[config.mk]
export PLATFORM = sky130hd
export DESIGN_NAME = dcache_ctrl
export DESIGN_NICKNAME = d
export VERILOG_FILES = /design/src/rtl/dcache_ctrl.sv
export SDC_FILE = /design/constraint.sdc
export NUM_CORES = 2
export LEC_CHECK = 0
export ABC_AREA = 0
export BUFFER_PORTS_ARGS = -buffer_cell sky130_fd_sc_hd__buf_2
export CAP_MARGIN = 20
export CORE_MARGIN = 2
export CORE_UTILIZATION = 25
export CTS_CLUSTER_SIZE = 20
export DETAILED_ROUTE_END_ITERATION = 7
export PLACE_DENSITY = 0.46
export SYNTH_ARGS = -nofsm -noshare
export SYNTH_HDL_FRONTEND = slang
export SYNTH_MEMORY_MAX_BITS = 65536
export SYNTH_SLANG_ARGS = --single-unit
export TNS_END_PERCENT = 50
[constraint.sdc]
create_clock -name clk_i -period 6.26 [get_ports clk_i]
set_input_delay 0.939 -clock clk_i [delete_from_list [all_inputs] [get_ports clk_i]]
set_output_delay 0.939 -clock clk_i [all_outputs]
set_load 0.05 [all_outputs]
[src/rtl/dcache_ctrl.sv]
// Direct-mapped, write-back, write-allocate data-cache controller with pipeline stall generation.
// Define DCACHE_STATS_EN to build the saturating hit/miss counters.
module dcache_ctrl #(
    parameter int NUM_LINES      = 32,
    parameter int WORDS_PER_LINE = 4,
    localparam int LINE_BITS     = 32 * WORDS_PER_LINE
) (
    input  logic                 clk_i,
    input  logic                 rst_i,
    input  logic [31:0]          cpu_addr_i,
    input  logic [31:0]          cpu_wdata_i,
    input  logic                 cpu_memread_i,
    input  logic                 cpu_memwrite_i,
    output logic [31:0]          cpu_rdata_o,
    output logic                 stall_o,
    output logic                 mem_req_o,
    output logic                 mem_we_o,
    output logic [31:0]          mem_addr_o,
    output logic [LINE_BITS-1:0] mem_wdata_o,
    input  logic [LINE_BITS-1:0] mem_rdata_i,
    input  logic                 mem_ack_i,
    output logic [31:0]          hit_cnt_o,
    output logic [31:0]          miss_cnt_o
);

    localparam int OFF_W  = $clog2(WORDS_PER_LINE);
    localparam int OFF_WS = (OFF_W > 0) ? OFF_W : 1;
    localparam int IDX_W  = $clog2(NUM_LINES);
    localparam int TAG_W  = 30 - OFF_W - IDX_W;

    localparam logic [1:0] StIdle      = 2'd0;
    localparam logic [1:0] StWriteback = 2'd1;
    localparam logic [1:0] StAllocate  = 2'd2;

    logic [NUM_LINES-1:0] valid_q, dirty_q;
    logic [TAG_W-1:0]     tag_q  [NUM_LINES];
    logic [LINE_BITS-1:0] data_q [NUM_LINES];

    logic [1:0]           state_q, state_d;
    logic                 mem_req_q, mem_req_d;
    logic                 mem_we_q, mem_we_d;
    logic [31:0]          mem_addr_q, mem_addr_d;
    logic [LINE_BITS-1:0] mem_wdata_q, mem_wdata_d;
    logic [TAG_W-1:0]     lat_tag_q, lat_tag_d;
    logic [IDX_W-1:0]     lat_idx_q, lat_idx_d;

    logic [IDX_W-1:0]  idx;
    logic [TAG_W-1:0]  tag;
    logic [OFF_WS-1:0] off;
    logic              req, hit, write_hit;
    logic              unused_addr;

    assign idx         = cpu_addr_i[2+OFF_W +: IDX_W];
    assign tag         = cpu_addr_i[31 -: TAG_W];
    assign off         = (OFF_W > 0) ? cpu_addr_i[2 +: OFF_WS] : '0;
    assign unused_addr = ^cpu_addr_i[1:0];

    assign req       = cpu_memread_i | cpu_memwrite_i;
    assign hit       = valid_q[idx] & (tag_q[idx] == tag);
    assign write_hit = (state_q == StIdle) & cpu_memwrite_i & hit;

    // Gated by reset so a held request cannot stall the pipeline while in reset.
    assign stall_o     = rst_i & ((req & ~hit & (state_q == StIdle)) | (state_q != StIdle));
    assign cpu_rdata_o = data_q[idx][off*32 +: 32];

    assign mem_req_o   = mem_req_q;
    assign mem_we_o    = mem_we_q;
    assign mem_addr_o  = mem_addr_q;
    assign mem_wdata_o = mem_wdata_q;

    always_comb begin
        state_d     = state_q;
        mem_req_d   = mem_req_q;
        mem_we_d    = mem_we_q;
        mem_addr_d  = mem_addr_q;
        mem_wdata_d = mem_wdata_q;
        lat_tag_d   = lat_tag_q;
        lat_idx_d   = lat_idx_q;
        case (state_q)
            StIdle: begin
                if (req && !hit) begin
                    lat_tag_d = tag;
                    lat_idx_d = idx;
                    mem_req_d = 1'b1;
                    if (valid_q[idx] && dirty_q[idx]) begin
                        state_d     = StWriteback;
                        mem_we_d    = 1'b1;
                        mem_addr_d  = {tag_q[idx], idx, {(OFF_W+2){1'b0}}};
                        mem_wdata_d = data_q[idx];
                    end else begin
                        state_d    = StAllocate;
                        mem_we_d   = 1'b0;
                        mem_addr_d = {tag, idx, {(OFF_W+2){1'b0}}};
                    end
                end
            end
            StWriteback: begin
                if (mem_ack_i) begin
                    state_d    = StAllocate;
                    mem_we_d   = 1'b0;
                    mem_addr_d = {lat_tag_q, lat_idx_q, {(OFF_W+2){1'b0}}};
                end
            end
            StAllocate: begin
                if (mem_ack_i) begin
                    state_d   = StIdle;
                    mem_req_d = 1'b0;
                    mem_we_d  = 1'b0;
                end
            end
            default: state_d = StIdle;
        endcase
    end

    always_ff @(posedge clk_i or negedge rst_i) begin
        if (!rst_i) begin
            state_q     <= StIdle;
            mem_req_q   <= 1'b0;
            mem_we_q    <= 1'b0;
            mem_addr_q  <= '0;
            mem_wdata_q <= '0;
            lat_tag_q   <= '0;
            lat_idx_q   <= '0;
            valid_q     <= '0;
            dirty_q     <= '0;
        end else begin
            state_q     <= state_d;
            mem_req_q   <= mem_req_d;
            mem_we_q    <= mem_we_d;
            mem_addr_q  <= mem_addr_d;
            mem_wdata_q <= mem_wdata_d;
            lat_tag_q   <= lat_tag_d;
            lat_idx_q   <= lat_idx_d;
            if (write_hit) begin
                dirty_q[idx] <= 1'b1;
            end
            if (state_q == StAllocate && mem_ack_i) begin
                valid_q[lat_idx_q] <= 1'b1;
                dirty_q[lat_idx_q] <= 1'b0;
            end
        end
    end

    // Tag and data storage carry no reset; validity alone qualifies their contents.
    always_ff @(posedge clk_i) begin
        if (write_hit) begin
            data_q[idx][off*32 +: 32] <= cpu_wdata_i;
        end
        if (state_q == StAllocate && mem_ack_i) begin
            data_q[lat_idx_q] <= mem_rdata_i;
            tag_q[lat_idx_q]  <= lat_tag_q;
        end
    end

`ifdef DCACHE_STATS_EN
    logic [31:0] hit_cnt_q, miss_cnt_q;
    logic        hit_event, miss_event;

    assign hit_event  = (state_q == StIdle) & req & hit;
    assign miss_event = (state_q == StIdle) & (state_d != StIdle);

    always_ff @(posedge clk_i or negedge rst_i) begin
        if (!rst_i) begin
            hit_cnt_q  <= '0;
            miss_cnt_q <= '0;
        end else begin
            if (hit_event && hit_cnt_q != 32'hFFFF_FFFF) begin
                hit_cnt_q <= hit_cnt_q + 32'd1;
            end
            if (miss_event && miss_cnt_q != 32'hFFFF_FFFF) begin
                miss_cnt_q <= miss_cnt_q + 32'd1;
            end
        end
    end

    assign hit_cnt_o  = hit_cnt_q;
    assign miss_cnt_o = miss_cnt_q;
`else
    assign hit_cnt_o  = '0;
    assign miss_cnt_o = '0;
`endif

endmodule
# Word-level counts from Yosys, hierarchy flattened
# Memories as Yosys holds them, arrays and structs flattened.
# Cells that the tools add are included.
# Widths: inputs -> output; s select.
[word_totals] regBits=256 latchBits=0 ramBits=4832 rom_bits=0 input_bits=197 mem_count=2
[classes] add_sub_neg=1 mul=0 div_mod_pow=0 order_cmp=4 eq_ne=7 n_shift=3 muxes=32 n_bitwise=13 reduce_logical=19
[mem_list] name="data_q" depth=32 width=128 read_ports=1 rd_clocked_by_memory_dff=0 write_ports=1 line_no="37" rtl="logic [LINE_BITS-1:0] data_q [NUM_LINES];"
[mem_list] name="tag_q" depth=32 width=23 read_ports=1 rd_clocked_by_memory_dff=0 write_ports=1 line_no="36" rtl="logic [TAG_W-1:0] tag_q [NUM_LINES];"
[ops] operator="$mux 128" count=3
[ops] operator="$mux 32" count=5
[ops] operator="$reduce_or 128->1" count=1
[ops] operator="$shift 32x34->128 const A" count=1
[ops] operator="$shiftx 128x8->32" count=1
[ops] operator="$shiftx 32x34->128" count=1
[ops] operator="$or 32x32->32" count=2
[ops] operator="$pmux 32 s2" count=1
[ops] operator="$neg 7->34" count=1
[ops] operator="$and 32x32->32" count=1
[ops] operator="$not 32->32" count=1
[ops] operator="$eq 23x23->1" count=1
[ops] operator="$reduce_and 3->1" count=5
[ops] operator="$lt 5x6->1 const B" count=2
[ops] operator="$mux 1" count=11
[ops] operator="$bmux 1 s5" count=2
[ops] operator="$demux 1 s5" count=2
[ops] operator="$ge 5x1->1 const B" count=2
[ops] operator="$mux 2" count=4
[ops] operator="$reduce_bool 2->1" count=4
[ops] operator="$and 1x1->1" count=6
[ops] operator="$pmux 2 s3" count=1
[ops] operator="$logic_and 1x1->1" count=5
[ops] operator="$mux 5" count=1
[ops] operator="11 further kinds" count=15

# Logic depth before layout (Yosys ltp)
[depth] depth_word=8 ltp_mapped=14 ltp_nobuf=9

# Worst setup path before layout
# Ideal clock, no wire load.
[synth_path] path_kind="input-to-reg" from="input cpu_addr_i[5]" to="memory data_q[31][0] in the netlist's numbering, enable pin" arrival_ns=5.178 t_required_ns=5.839 setup_slack_ns=0.661 cell_stages=13 n_path_buf=9 path_cell_list="clkbuf_1 buf_2 buf_2 clkbuf_1 clkbuf_1 clkbuf_1 clkbuf_1 buf_1 clkbuf_1 nand3_1 nand2_1 nand2_1 nor2_1"
[synth_between] elab_chain_len=7 elab_cells_between_ends=10 classes_between="eq/ne: 1; mux: 6; bitwise: 2; memory: 1"
[synth_rtl] element="from (decl)" line_no="10" rtl="input logic [31:0] cpu_addr_i,"
[synth_rtl] element="$mem_v2 32x23 / $bmux 1 s5 (equally long branches)"
[synth_rtl] element="$eq 23x23->1 / $mux 1 (equally long branches)" line_no="59" rtl="assign hit = valid_q[idx] & (tag_q[idx] == tag);"
[synth_rtl] element="$and 1x1->1" line_no="59"
[synth_rtl] element="$and 1x1->1" line_no="60" rtl="assign write_hit = (state_q == StIdle) & cpu_memwrite_i & hit;"
[synth_rtl] element="$mux 1" line_no="146" rtl="if (write_hit) begin"
[synth_rtl] element="$mux 128 (implied by the code)" line_no="147" rtl="data_q[idx][off*32 +: 32] <= cpu_wdata_i;"
[synth_rtl] element="$mux 128 (no line)"
[synth_rtl] element="to (decl)" line_no="37"
# Parallel ways exist; a longest one is shown, timed or not. The select of a mux whose other input is x is not followed.

# Worst setup path in the final report
[layout_path] from="input cpu_addr_i[5]" to="output stall_o"
[layout_between] elab_chain_len=8 elab_cells_between_ends=10 classes_between="eq/ne: 1; mux: 2; bitwise: 6; memory: 1"
[layout_rtl] element="$mem_v2 32x23 / $bmux 1 s5 (equally long branches)"
[layout_rtl] element="$eq 23x23->1 / $mux 1 (equally long branches)" line_no="59"
[layout_rtl] element="$and 1x1->1 *" line_no="59"
[layout_rtl] element="$not 1->1 *" line_no="63" rtl="assign stall_o = rst_i & ((req & ~hit & (state_q == StIdle)) | (state_q != StIdle));"
[layout_rtl] element="$and 1x1->1 * (2 in a row)" line_no="63"
[layout_rtl] element="$or 1x1->1 *" line_no="63"
[layout_rtl] element="$and 1x1->1 *" line_no="63"
[layout_rtl] element="to (decl)" line_no="15" rtl="output logic stall_o,"
# Every way passes the cells marked *; elsewhere a longest branch is shown, timed or not. The select of a mux whose other input is x is not followed.

==> impl_results.md <==
- Status: finished, violations left
- Failing checks: design-rule violations
- Largest net degree at the start of global routing: 95
- Met3 WL: 57,430 µm
- Core ar.: 773,900 µm²
- First-pass GRT wire length: 920,000 µm
- CP max stage cell: nor4_1
- Routability congestion estimate: 0.8068
- Yosys top cell area share: 74.71%
- Fin Hold WS: 0.2278 ns
- Adder and majority cell fraction of the synthesized area: 0.05154%
- Pwr/cell area: 347.5 nW/µm²
- WP data arrival: 5.17 ns
- Root Buffer: clkbuf_16
- Die ar.: 783,900 µm²
- Total net switching power: 21.34 mW
- Top sig layer: met5
- Largest family of logic cells by synthesized area: multiplexers
- FILL cells: 74,040
- Synth Area in Compound Gates: 3.691%
- Clock group share of total power: 38.6%
- Kind of critical path: input pin to output pin
- Netlist Area Pre-Place: 194,200 µm²
- Layout cells sized above 1: 33.28%
- Fin Clk Skew: 0.1167 ns
- Pint: 61.53 mW
- TritonCTS buffer count: 553
- Clock period minus worst slack: 6.104 ns
- Setup WS pre-CTS: -0.1828 ns
- Max VDD drop: 0.0002886 V
- Dominant cell type by area after synthesis: edfxtp_1
- Max Freq: 163.8 MHz
- Synth Register Bits: 5,084
- Std cell rows: 323
- Detailed Route WL: 690,800 µm
- Max clock buf depth: 4
- CP Launch Type: input pin
- CP required: 5.32 ns
- Setup ws final: 0.1556 ns
- Seq/Total Area, Yosys: 77.96%
- RSZ-0062 raised after global routing: false
- Crit path largest cell delay: 0.59 ns
- Leakage power: 77.15 nW
- Number of antenna-violating nets in the routed design: 0
- Synth Area in Simple Gates: 1.500%
- Slew @ Worst Pin: 1.209 ns
- Most common cell after layout, fill and taps aside: edfxtp_1
- Top-Level Pins: 456
- Combinational power share: 11.6%
- Area of the multi-input gates: 41,820 µm²
- Netlist cell types: 49
- YS warnings: 0
- Initial DRC count: 13,710
- Final total power: 82.88 mW
- Initial core utilization: 25.09%
- TritonCTS Sinks: 5,084
- Area Overhead vs Synth: 22.79%
- Slew headroom: 19.21%
- CTS tree: yes
- DP Area: 219,000 µm²
- FF/Latch Area: 151,400 µm²
- Cells after Synth: 8,881
- Tightest Hold Check Type: input pin to flop
- Final setup viols: 0
- Grt total ovfl: 0
- Sw frac: 25.75%
- Seq pwr share: 49.9%
- Hold Vio Cnt, Final: 0
- Final period utilization: 97.51%
- Final instance area: 238,500 µm²
- Syn Area/Cell: 21.87 µm²
- Routed len/inst: 32.98 µm
- GRT Total Usage: 16.97%
- H-Tree Level Count: 6
- Vias: 104,100
- Cells after DPL: 19,840
- Die Y: 885.4 µm
- Clock Pin Slew Worst Setup and Hold Paths: 0.05 ns
- Metal1 wirelength: 284,500 µm
- Antenna violations before repair: 87
- Most frequent cells in the layout: edfxtp_1 (4,832), mux4_2 (1,072), clkbuf_16 (565)
- PortBufs: 385
- Multiplexer share of the synthesized area: 15.45%
- Via/cell ratio: 4.968
- Die Span X: 885.4 µm
- Maxcap violations: 0
- Final nets: 10,430
- Xor/xnor share of the synthesized area: 0%
- Crit-path max FO: 94
- Worst setup EP type: output pin
- Slew Limit Fails: 0
- Non-Filler Instances: 20,950
- Latest clock arrival within the worst-skew pair: 1.11 ns
- DRC Markers: 14
- Cells along the critical path: buf_12 > buf_4 > mux2i_1 > o22ai_1 > nor4_1 > buf_4 > a21oi_1 > nor4_1 > nand4_1 > buf_4 > o31ai_2 > a21boi_0 > buf_2
- DRT Pass-1 Iters: 8
- Vias in the first global route: 103,400
- Synth top area cells: edfxtp_1 (75%), mux4_2 (12%), dfrtp_1 (3.2%)
- DP HPWL: 433,100 µm
- Most frequent CP cell: buf_4
- Met2 WL: 326,100 µm
per-stage QoR:
step	utilization, %	setup TNS, ns
after CTS	30.56	0
after floorplan	-	0
after global placement	28.27	-1124.82
after global routing	30.80	0
after detailed placement	28.30	-307.60
final	30.81	0
registers in the layout, indices dropped and copies added, names as in the netlist:
signal and cells:
mem_addr_o 28, lat_idx_q 5, mem_we_o 1, state_q 2, valid_q 32, lat_tag_q 23, mem_wdata_o 128, data_q 4096
mem_req_o 1, tag_q 736, dirty_q 32
worst max-delay path, delay by kind of cell:
| kind | cells | cell delay, ns |
|---|---|---|
| buffers and inverters | 5 | 1.80 |
| AND/OR/NAND/NOR | 3 | 1.27 |
| AO/OA/AOI/OAI | 4 | 0.69 |
| multiplexers | 1 | 0.27 |
metal layers:
| layer | track usage (%) | vias to the layer above |
|---|---|---|
| met2 | 27.46 | 5107 |
| li1 | - | 40630 |
| met4 | 5.187 | 8 |
| met5 | 0 | - |
| met3 | 3.192 | 849 |
| met1 | 23.22 | 57480 |
synth_stat cells, drive strengths merged:
library cell and n:
edfxtp 4832, mux4 1072, a22oi 519, mux2i 373
clkbuf 327, buf 263, dfrtp 252, mux2 189
o22ai 184, nor2 170, nand4 132, a22o 130
nand2 76, a21oi 75, nor4 59, o21ai 57
o31ai 34, or2 34, and3 24, nand3b 11
ha 8, inv 8, nand3 6, nand4bb 6
nand4b 4, nor3 4, nor3b 4, or4b 4
nor4b 3, or3 3, or3b 3, and2 2
and3b 2, nand2b 2, a21bo 1, a21boi 1
a221oi 1, a41o 1, conb 1, o211ai 1
o311ai 1, o31a 1, or4 1
worst paths after layout:
path / startpoint / to / slack, ns / cells past startpoint
worst max-delay path: cpu_addr_i[5] / stall_o / 0.16 / 13
worst min-delay path: cpu_addr_i[12] / lat_tag_q[3] / 0.23 / 2
worst max register to register: tag_q[22][6] / data_q[26][17] / 1.54 / 13
worst min register to register: valid_q[10] / valid_q[10] / 0.47 / 1
max in group asynchronous: rst_i / mem_wdata_o[5] / 3.49 / 4
min in group asynchronous: rst_i / lat_tag_q[13] / 0.50 / 2
cells by family after synthesis:
group / count (synthesis)
muxes: 1634
AOI/OAI and AO/OA: 1006
adders and majority gates: 8
DFF: 5084
buffers and inverters: 598
other: 1
and+or+nand+nor: 550
timing repair:
item | 4_1_cts | 5_1_grt
setup endpoints to repair | 0 | 1
hold buffers | 1 | 0
resized for setup | 0 | 2
buffers inserted | 0 | 0
endpoints found under the hold margin | 69 | 0
power by group through the flow:
stage,logic (mW),registers (mW),clock network [mW]
floorplan,3.90,42.1,0
global placement,8.69,42.0,0
detailed placement,8.96,42.2,0
CTS,8.98,41.5,32.5
global route,9.98,41.5,33.8
finish,9.59,41.3,32.0
final cells by class:
cell class / instances / share of cell area [%]
clock inverters: 278 / 1.215
diodes: 55 / 0.05771
flip-flops and latches: 5084 / 63.49
multi-input cells: 3266 / 17.54
repair buffers: 1311 / 6.185
well taps: 10240 / 5.371
inverters: 8 / 0.01259
clock buffers: 708 / 6.130
Note: power is estimated with default switching activity, not from simulation.
